--- src/rtl/lsu_io_req_queue.sv ---
// ============================================================================
//  Module      : lsu_io_req_queue
//  Description : In-order queue of uncached/IO loads, stores and fences
//                between the LSQ and the LSU bus controller. Fences retire
//                locally once no IO request is outstanding.
//  Revision    : 1.0 - initial release
// ============================================================================
`default_nettype none

module lsu_io_req_queue #(
    parameter int DEPTH              = 4,
    parameter int ROB_INDEX_WIDTH    = 6,
    parameter int PHY_REG_ADDR_WIDTH = 6,
    parameter int STU_OP_WIDTH       = 5,
    parameter int PHYSICAL_ADDR_LEN  = 56,
    parameter int XLEN               = 64
) (
    input  logic                          clk,
    input  logic                          rst,
    input  logic                          flush,
    // enqueue side (LSQ)
    input  logic                          lsq_io_q_req_vld_i,
    output logic                          io_q_lsq_rdy_o,
    input  logic                          lsq_io_q_req_load_or_store_i,
    input  logic                          lsq_io_q_req_is_fence_i,
    input  logic [ROB_INDEX_WIDTH-1:0]    lsq_io_q_req_rob_index_i,
    input  logic [PHY_REG_ADDR_WIDTH-1:0] lsq_io_q_req_rd_addr_i,
    input  logic [STU_OP_WIDTH-1:0]       lsq_io_q_req_opcode_i,
    input  logic [PHYSICAL_ADDR_LEN-1:0]  lsq_io_q_req_paddr_i,
    input  logic [XLEN-1:0]               lsq_io_q_req_data_i,
    // dequeue side (bus controller)
    output logic                          io_q_bus_ctrl_req_vld_o,
    input  logic                          bus_ctrl_io_q_rdy_i,
    output logic                          io_q_bus_ctrl_req_load_or_store_o,
    output logic                          io_q_bus_ctrl_req_is_fence_o,
    output logic [ROB_INDEX_WIDTH-1:0]    io_q_bus_ctrl_req_rob_index_o,
    output logic [PHY_REG_ADDR_WIDTH-1:0] io_q_bus_ctrl_req_rd_addr_o,
    output logic [STU_OP_WIDTH-1:0]       io_q_bus_ctrl_req_opcode_o,
    output logic [PHYSICAL_ADDR_LEN-1:0]  io_q_bus_ctrl_req_paddr_o,
    output logic [XLEN-1:0]               io_q_bus_ctrl_req_data_o,
    input  logic                          bus_ctrl_io_q_done_i,
    // fence retirement and status
    output logic                          io_q_fence_done_o,
    output logic [ROB_INDEX_WIDTH-1:0]    io_q_fence_rob_index_o,
    output logic [$clog2(DEPTH):0]        io_q_cnt_o
);

    localparam int c_IDX_W = $clog2(DEPTH);

    logic [c_IDX_W:0]              r_wr_ptr;
    logic [c_IDX_W:0]              r_rd_ptr;
    logic [1:0]                    r_outstanding;

    logic                          r_ls       [DEPTH];
    logic                          r_fence    [DEPTH];
    logic [ROB_INDEX_WIDTH-1:0]    r_rob      [DEPTH];
    logic [PHY_REG_ADDR_WIDTH-1:0] r_rd_addr  [DEPTH];
    logic [STU_OP_WIDTH-1:0]       r_opcode   [DEPTH];
    logic [PHYSICAL_ADDR_LEN-1:0]  r_paddr    [DEPTH];
    logic [XLEN-1:0]               r_data     [DEPTH];

    logic [c_IDX_W-1:0] w_wr_idx;
    logic [c_IDX_W-1:0] w_rd_idx;
    logic               w_full;
    logic               w_empty;
    logic               w_head_fence;
    logic               w_enq;
    logic               w_deq;
    logic               w_fence_pop;
    logic               w_pop;
    logic               w_out_dec;

    assign w_wr_idx     = r_wr_ptr[c_IDX_W-1:0];
    assign w_rd_idx     = r_rd_ptr[c_IDX_W-1:0];
    assign w_full       = (w_wr_idx == w_rd_idx) && (r_wr_ptr[c_IDX_W] != r_rd_ptr[c_IDX_W]);
    assign w_empty      = (r_wr_ptr == r_rd_ptr);
    assign w_head_fence = r_fence[w_rd_idx];

    assign io_q_lsq_rdy_o          = ~w_full;
    assign io_q_bus_ctrl_req_vld_o = ~w_empty & ~w_head_fence;

    // A flush drops every same-cycle pointer/counter update.
    assign w_enq       = lsq_io_q_req_vld_i & io_q_lsq_rdy_o & ~flush;
    assign w_deq       = io_q_bus_ctrl_req_vld_o & bus_ctrl_io_q_rdy_i & ~flush;
    assign w_fence_pop = ~w_empty & w_head_fence & (r_outstanding == 2'd0) & ~flush;
    assign w_pop       = w_deq | w_fence_pop;
    assign w_out_dec   = bus_ctrl_io_q_done_i & (r_outstanding != 2'd0);

    assign io_q_fence_done_o      = w_fence_pop;
    assign io_q_fence_rob_index_o = w_fence_pop ? r_rob[w_rd_idx] : '0;

    assign io_q_bus_ctrl_req_load_or_store_o = r_ls[w_rd_idx];
    assign io_q_bus_ctrl_req_is_fence_o      = w_head_fence;
    assign io_q_bus_ctrl_req_rob_index_o     = r_rob[w_rd_idx];
    assign io_q_bus_ctrl_req_rd_addr_o       = r_rd_addr[w_rd_idx];
    assign io_q_bus_ctrl_req_opcode_o        = r_opcode[w_rd_idx];
    assign io_q_bus_ctrl_req_paddr_o         = r_paddr[w_rd_idx];
    assign io_q_bus_ctrl_req_data_o          = r_data[w_rd_idx];

    assign io_q_cnt_o = r_wr_ptr - r_rd_ptr;

    always_ff @(posedge clk or posedge rst) begin
        if (rst) begin
            r_wr_ptr      <= '0;
            r_rd_ptr      <= '0;
            r_outstanding <= 2'd0;
        end else if (flush) begin
            r_wr_ptr      <= '0;
            r_rd_ptr      <= '0;
            r_outstanding <= 2'd0;
        end else begin
            if (w_enq) r_wr_ptr <= r_wr_ptr + 1'b1;
            if (w_pop) r_rd_ptr <= r_rd_ptr + 1'b1;
            unique case ({w_deq, w_out_dec})
                2'b10:   r_outstanding <= r_outstanding + 2'd1;
                2'b01:   r_outstanding <= r_outstanding - 2'd1;
                default: r_outstanding <= r_outstanding;
            endcase
        end
    end

    always_ff @(posedge clk or posedge rst) begin
        if (rst) begin
            for (int i = 0; i < DEPTH; i++) begin
                r_ls[i]      <= 1'b0;
                r_fence[i]   <= 1'b0;
                r_rob[i]     <= '0;
                r_rd_addr[i] <= '0;
                r_opcode[i]  <= '0;
                r_paddr[i]   <= '0;
                r_data[i]    <= '0;
            end
        end else if (w_enq) begin
            r_ls[w_wr_idx]      <= lsq_io_q_req_load_or_store_i;
            r_fence[w_wr_idx]   <= lsq_io_q_req_is_fence_i;
            r_rob[w_wr_idx]     <= lsq_io_q_req_rob_index_i;
            r_rd_addr[w_wr_idx] <= lsq_io_q_req_rd_addr_i;
            r_opcode[w_wr_idx]  <= lsq_io_q_req_opcode_i;
            r_paddr[w_wr_idx]   <= lsq_io_q_req_paddr_i;
            r_data[w_wr_idx]    <= lsq_io_q_req_data_i;
        end
    end

    // A done pulse with nothing outstanding is a bus controller protocol error.
    always @(posedge clk) begin
        if (!rst && !flush && bus_ctrl_io_q_done_i) begin
            assert (r_outstanding != 2'd0);
        end
    end

endmodule

`default_nettype wire

--- config.mk ---
export PLATFORM = sky130hd
export DESIGN_NAME = lsu_io_req_queue
export DESIGN_NICKNAME = d
export VERILOG_FILES = /design/src/rtl/lsu_io_req_queue.sv
export SDC_FILE = /design/constraint.sdc
export NUM_CORES = 1
export LEC_CHECK = 0
export BUFFER_PORTS_ARGS = -buffer_cell sky130_fd_sc_hd__buf_2
export CELL_PAD_IN_SITES_DETAIL_PLACEMENT = 0
export CELL_PAD_IN_SITES_GLOBAL_PLACEMENT = 1
export CORE_ASPECT_RATIO = 1.75
export CORE_MARGIN = 2
export CORE_UTILIZATION = 46
export DETAILED_ROUTE_END_ITERATION = 12
export GPL_TIMING_DRIVEN = 0
export MAX_ROUTING_LAYER = met4
export PLACE_DENSITY_LB_ADDON = 0.3
export SYNTH_ARGS = -nofsm -noshare
export SYNTH_HDL_FRONTEND = slang
export SYNTH_SLANG_ARGS = --single-unit
export TNS_END_PERCENT = 100
--- constraint.sdc ---
create_clock -name clk -period 16.2 [get_ports clk]
set_clock_uncertainty 0.2 [all_clocks]
set_input_delay 0.81 -clock clk [delete_from_list [all_inputs] [get_ports clk]]
set_output_delay 0.81 -clock clk [all_outputs]
set_load 0.01 [all_outputs]
-- Word-level counts from Yosys, hierarchy flattened
Index checks and enable logic that the tools add are counted.
- bitwise operators: 16
- add/subtract/negate cells: 5
- $lt $le $gt $ge: 3
- equality and inequality tests: 5
- reductions and logical operators: 7
- muxes and demuxes: 45
- operator list (cell ; number):
    $bwmux 256 ; 1
    $bwmux 224 ; 1
    $mux 64 ; 3
    $mux 56 ; 3
    $bmux 64 s2 ; 1
    $demux 64 s2 ; 1
    $bmux 56 s2 ; 1
    $demux 56 s2 ; 1
    $bwmux 24 ; 2
    $mux 6 ; 6
    $bmux 6 s2 ; 2
    $bwmux 20 ; 1
    $mux 5 ; 3
    $demux 6 s2 ; 1
    $mux 3 ; 4
    $bmux 5 s2 ; 1
    $demux 5 s2 ; 1
    $and 1x1->1 ; 9
    $bwmux 4 ; 2
    $add 3x1->3 const B ; 2
    $ge 3x3->1 const B ; 2
    $not 2->3 ; 2
    $reduce_bool 2->1 ; 3
    $mux 1 ; 5
    18 further kinds ; 23
- word-level logic and storage cells: 112
- input bits: 145
- output and inout port bits: 151
- register bits: 564

-- Longest topological paths before layout
- depth in word-level cells: 11
- depth in mapped cells: 10
- depth with buffers taken out: 6

-- Least setup slack after synthesis
OpenSTA, ideal clock, no wires.
- path type: reg2out
- start point: reg r_rd_ptr[1]
- end point: out io_q_fence_rob_index_o[5]
- data required time: 15.190 ns
- arrival time: 2.039 ns
- buffers on the path: 2
- cell stages (with the launch flop): 9
- path slack: 13.151 ns
- cell sequence: dfrtp_1 clkbuf_1 clkbuf_1 inv_1 ha_1 nand2_1 o21ai_0 nor2_1 and2_1
- word-level cells in the longest chain between the ends: 8
- elaborated cells between the ends (all ways): 13
- classes of those cells: eq/ne (1); mux (7); bitwise (5)
- ends and longest elaborated chain (what ; line ; RTL):
    start: declaration ; 51 ; logic [c_IDX_W:0] r_rd_ptr;
    start signal: assignment ; 113 ; if (w_pop) r_rd_ptr <= r_rd_ptr + 1'b1;
    $not 2->3 (not written as such) ; 77 ; assign w_head_fence = r_fence[w_rd_idx];
    $bmux 1 s2 ; 77 ;
    $mux 1 (not written as such) (2 in a row) ; 77 ;
    $and 1x1->1 (*) (3 in a row) ; 85 ; assign w_fence_pop = ~w_empty & w_head_fence & (r_outstanding == 2'd0) & ~flush;
    named net io_q_fence_done_o ; 43 ; output logic io_q_fence_done_o,
    $mux 6 (*) ; 90 ; assign io_q_fence_rob_index_o = w_fence_pop ? r_rob[w_rd_idx] : '0;
    end: declaration ; 44 ; output logic [ROB_INDEX_WIDTH-1:0] io_q_fence_rob_index_o,
Mark *: on every way through the listed nets, which the timed path passes. The rest lies on a longest branch. The select of a mux whose other input is x is not followed.

-- Final worst setup path
- start point: reg r_rd_ptr[1]
- end point: out io_q_fence_rob_index_o[4]
- word-level cells in the longest chain between the ends: 8
- elaborated cells between the ends (all ways): 13
- classes of those cells: eq/ne (1); mux (7); bitwise (5)
- ends and longest elaborated chain (what ; line):
    $not 2->3 (not written as such) ; 77, 90
    $bmux 1 s2 ; 77
    $mux 1 (not written as such) (2 in a row) ; 77
    $and 1x1->1 (3 in a row) ; 85
    $mux 6 (*) ; 90
Mark *: on every way between the ends. The rest lies on a longest branch, timed or not. The select of a mux whose other input is x is not followed.

==> impl_metrics.yaml <==
power:
  fin_total_pwr_w: 0.00562
  comb_power_share_pct: 37.0
  switching_power_of_the_nets_w: 0.00169
  seq_power_share_pct: 38.1
  power_frac_clock_pct: 24.9
  pwr_density_cell_nw_per_um2: 183
  internal-power_w: 0.00393
  sw_frac_of_total_pct: 30.1
  worst_voltage_drop_across_the_vdd_grid_uv: 110
  leakage_nw: 15.0
die:
  fp.dieArea_um2: 58700
  initial_core_util_pct: 46.5
  core_area_um2: 56100
  placementRows: 115
  io_pins: 296
  chipWidth_um: 184
  die_y_um: 319
sta:
  clock.fmax_ghz: 0.203
  final-max-slew-violation-count: 0
  setup_viol: 0
  period_share_pct: 30.5
  worst_slew_margin_rel_pct: 34.7
  worst_slew_pin_tran_ns: 0.980
  whs_ns: 0.266
  rsz0062_at_grt: "false"
  layout_min_cycle_time_ns: 4.94
  final-hold-violation-count: 0
  accumulated_negative_setup_slack_ns: 0
route:
  route.vias.total: 13800
  drt.antenna.violating_nets: 0
  drt_iter0_drc: 554
  post_drt_wl_per_cell_um: 24.0
  drt-total-wl_um: 61000
  post_drt_via_cell_ratio: 5.42
  drt_drc_violations_left: 0
  drt_pre_antenna_iters: 4
worst_setup_path:
  worst-setup-path-type: "reg -> out"
  crit_required_ns: 15.19
  setup.worst_path.start_class: "register"
  crit_path_max_fanout: 10
  worst_setup_path_end_kind: "primary output"
  timing.critical_path.arrival_ns: 3.93
logic_synthesis:
  yosys_warnings: 0
  synth-async-reset-ratio_pct: 100
  ys_seq_area_share_pct: 54.1
  synth.lib_cells_used.distinct: 31
  yosys_register_bits: 564
  ys_dominant_reg_cell: "dfrtp_1"
  netlist_area_before_placement_um2: 26100
  syn_inst: 1417
  syn_avg_cell_area_um2: 18.4
  number_of_enable_type_register_cells_in_the_synthesized_netlist: 0
  synth.net_count: 1570
clock_network:
  cts-buffers-inserted: 54
  clk_root_buffer_cell: "clkbuf_16"
  path_clk_slew_ns: 0.07
  clock_sink_count: 564
  htreeDepth: 2
  cts.path.max_buffers: 3
  clk-insertion-delay-late_ns: 0.61
  cts_tree: "done"
finish:
  num-fill-cells: 4554
  areaGrowthSynthToFinish_pct: 17.8
  finish.cell_count_without_fillers: 2542
  seqCellArea_um2: 14100
  multi_input_combinational_cell_area_um2: 11000
  layout-drive-gt1-share_pct: 64.6
  final_nets: 1937
placed_design:
  dpl.cell_count: 2429
  io_buffer_count: 295
  globalplace.congestion: 0.751
  post-dp-hpwl_um: 42900
global_route:
  grt_first_pass_wirelength_um: 95700
  first_global_vias: 15700
  number_of_antenna_violations_at_the_first_check_in_global_routing: 14
  grt_max_degree: 45
  globalRouteOverflowTotal: 0
  gr-usage-all-layers_pct: 22.0
min_path:
  hold_path.class: "in -> reg"
run_status:
  outcome: "finished, final reports clean"
flow_run:
  drv.max_cap_violation_count: 0
cell families (layout without fill, tap and decap cells):
logic type	count (synthesis)	after routing	synth area share, %
flip-flops	564	564	54.1
other	0	12	0
buffers and inverters	101	512	3.53
AO/OA/AOI/OAI	10	10	0.384
AND/OR/NAND/NOR	29	29	0.653
adder cells (fa/ha/maj)	8	8	0.413
XOR/XNOR	6	6	0.230
multiplexers	699	699	40.7
power groups by stage:
stage	Combinational (W)	Clock, W	Sequential (W)
3_3_place_gp	0.00208	0	0.00213
4_1_cts	0.00213	0.00144	0.00214
2_1_floorplan	0.00149	0	0.00207
5_1_grt	0.00224	0.00149	0.00219
3_5_place_dp	0.00211	0	0.00215
6_report	0.00208	0.00140	0.00214
worst paths after layout:
kind | start | end | slack [ns] | cells after the start
min reg2reg | r_data[41] | r_data[41] | 0.30 | 1
min in group asynchronous | rst | r_paddr[188] | 0.50 | 3
max in group asynchronous | rst | r_data[179] | 13.53 | 9
min | lsq_io_q_req_data_i[48] | r_data[240] | 0.27 | 2
max | r_rd_ptr[1] | io_q_fence_rob_index_o[4] | 11.26 | 9
max reg2reg | r_rd_ptr[1] | r_paddr[116] | 12.62 | 10
stage by stage:
stage	cell area, um2	setup WS (ns)	utilization [%]
6_report	30700	11.26	54.7
5_1_grt	30700	10.95	54.7
4_1_cts	30700	11.11	54.7
3_5_place_dp	28700	11.81	51.2
3_3_place_gp	28400	4.78	50.7
2_1_floorplan	26100	7.51	-
Yosys cell counts, drive strengths merged, types with 2 or more instances:
| master | n | area (um2) |
|---|---|---|
| nor2b | 3 | 18.8 |
| buf | 77 | 830 |
| inv | 9 | 33.8 |
| a21oi | 2 | 10.0 |
| mux2 | 557 | 7440 |
| mux2i | 3 | 30.0 |
| o21ai | 3 | 15.0 |
| xnor2 | 3 | 33.8 |
| dfrtp | 564 | 14100 |
| mux4 | 139 | 3130 |
| nor2 | 9 | 33.8 |
| and2 | 7 | 43.8 |
| nand2 | 7 | 48.8 |
| ha | 7 | 87.6 |
| xor2 | 3 | 26.3 |
| clkbuf | 15 | 56.3 |
final cells by class:
type / count / share of cell area (%)
multi-input combinational: 752 / 35.9
timing repair buffer: 311 / 5.82
clock inverter: 26 / 1.28
antenna: 12 / 0.0977
clock buffer: 74 / 5.08
tap: 702 / 2.86
inverter: 9 / 0.122
sequential: 564 / 45.9
buffer: 92 / 2.88
repair_timing:
action / CTS / global route
hold buffers: 1 / 0
buffers inserted: 0 / 0
gates resized for setup: 0 / 0
endpoints found under the hold margin: 8 / 0
per-layer routing:
layer	wire length, um	vias to the layer above	GRT usage, %	share of wire [%]
li1	-	6017	-	-
met1	24700	7387	26.4	40
met2	31500	305	37.0	52
met3	3570	72	5.68	5.8
met4	1300	0	5.40	2.1
met5	0	-	-	0
worst max-delay path, stage by stage, from the launching register on:
cell and delay (ns):
dfrtp_1 0.40, clkbuf_1 0.22, clkbuf_1 0.76, inv_1 0.15, ha_1 0.33, nand2_1 0.16, o21ai_0 0.18, nor2_1 0.75
and2_1 0.22, buf_2 0.13
layout by cell type (no fill, tap or decap), types with 3 or more instances in the layout:
master	instances
o21ai_0	3
xor2_1	3
mux2_4	311
inv_1	8
clkinv_2	12
mux4_2	139
buf_8	30
ha_1	7
mux2_2	245
nor2b_1	3
diode_2	12
clkbuf_1	25
nand2_4	3
bufinv_16	10
mux2i_1	3
nor2_1	9
buf_2	319
and2_1	7
buf_12	15
nand2_1	4
buf_6	23
clkbuf_8	7
clkbuf_16	57
dfrtp_1	564
clkinvlp_4	3
sequential cells by signal, indices dropped and copies added, names as in the netlist:
name and count:
r_wr_ptr 3, r_ls 4, r_opcode 20, r_fence 4, r_outstanding 2, r_rob 24, r_data 256, r_rd_addr 24
r_rd_ptr 3, r_paddr 224
(Power assumes the default switching activity.)
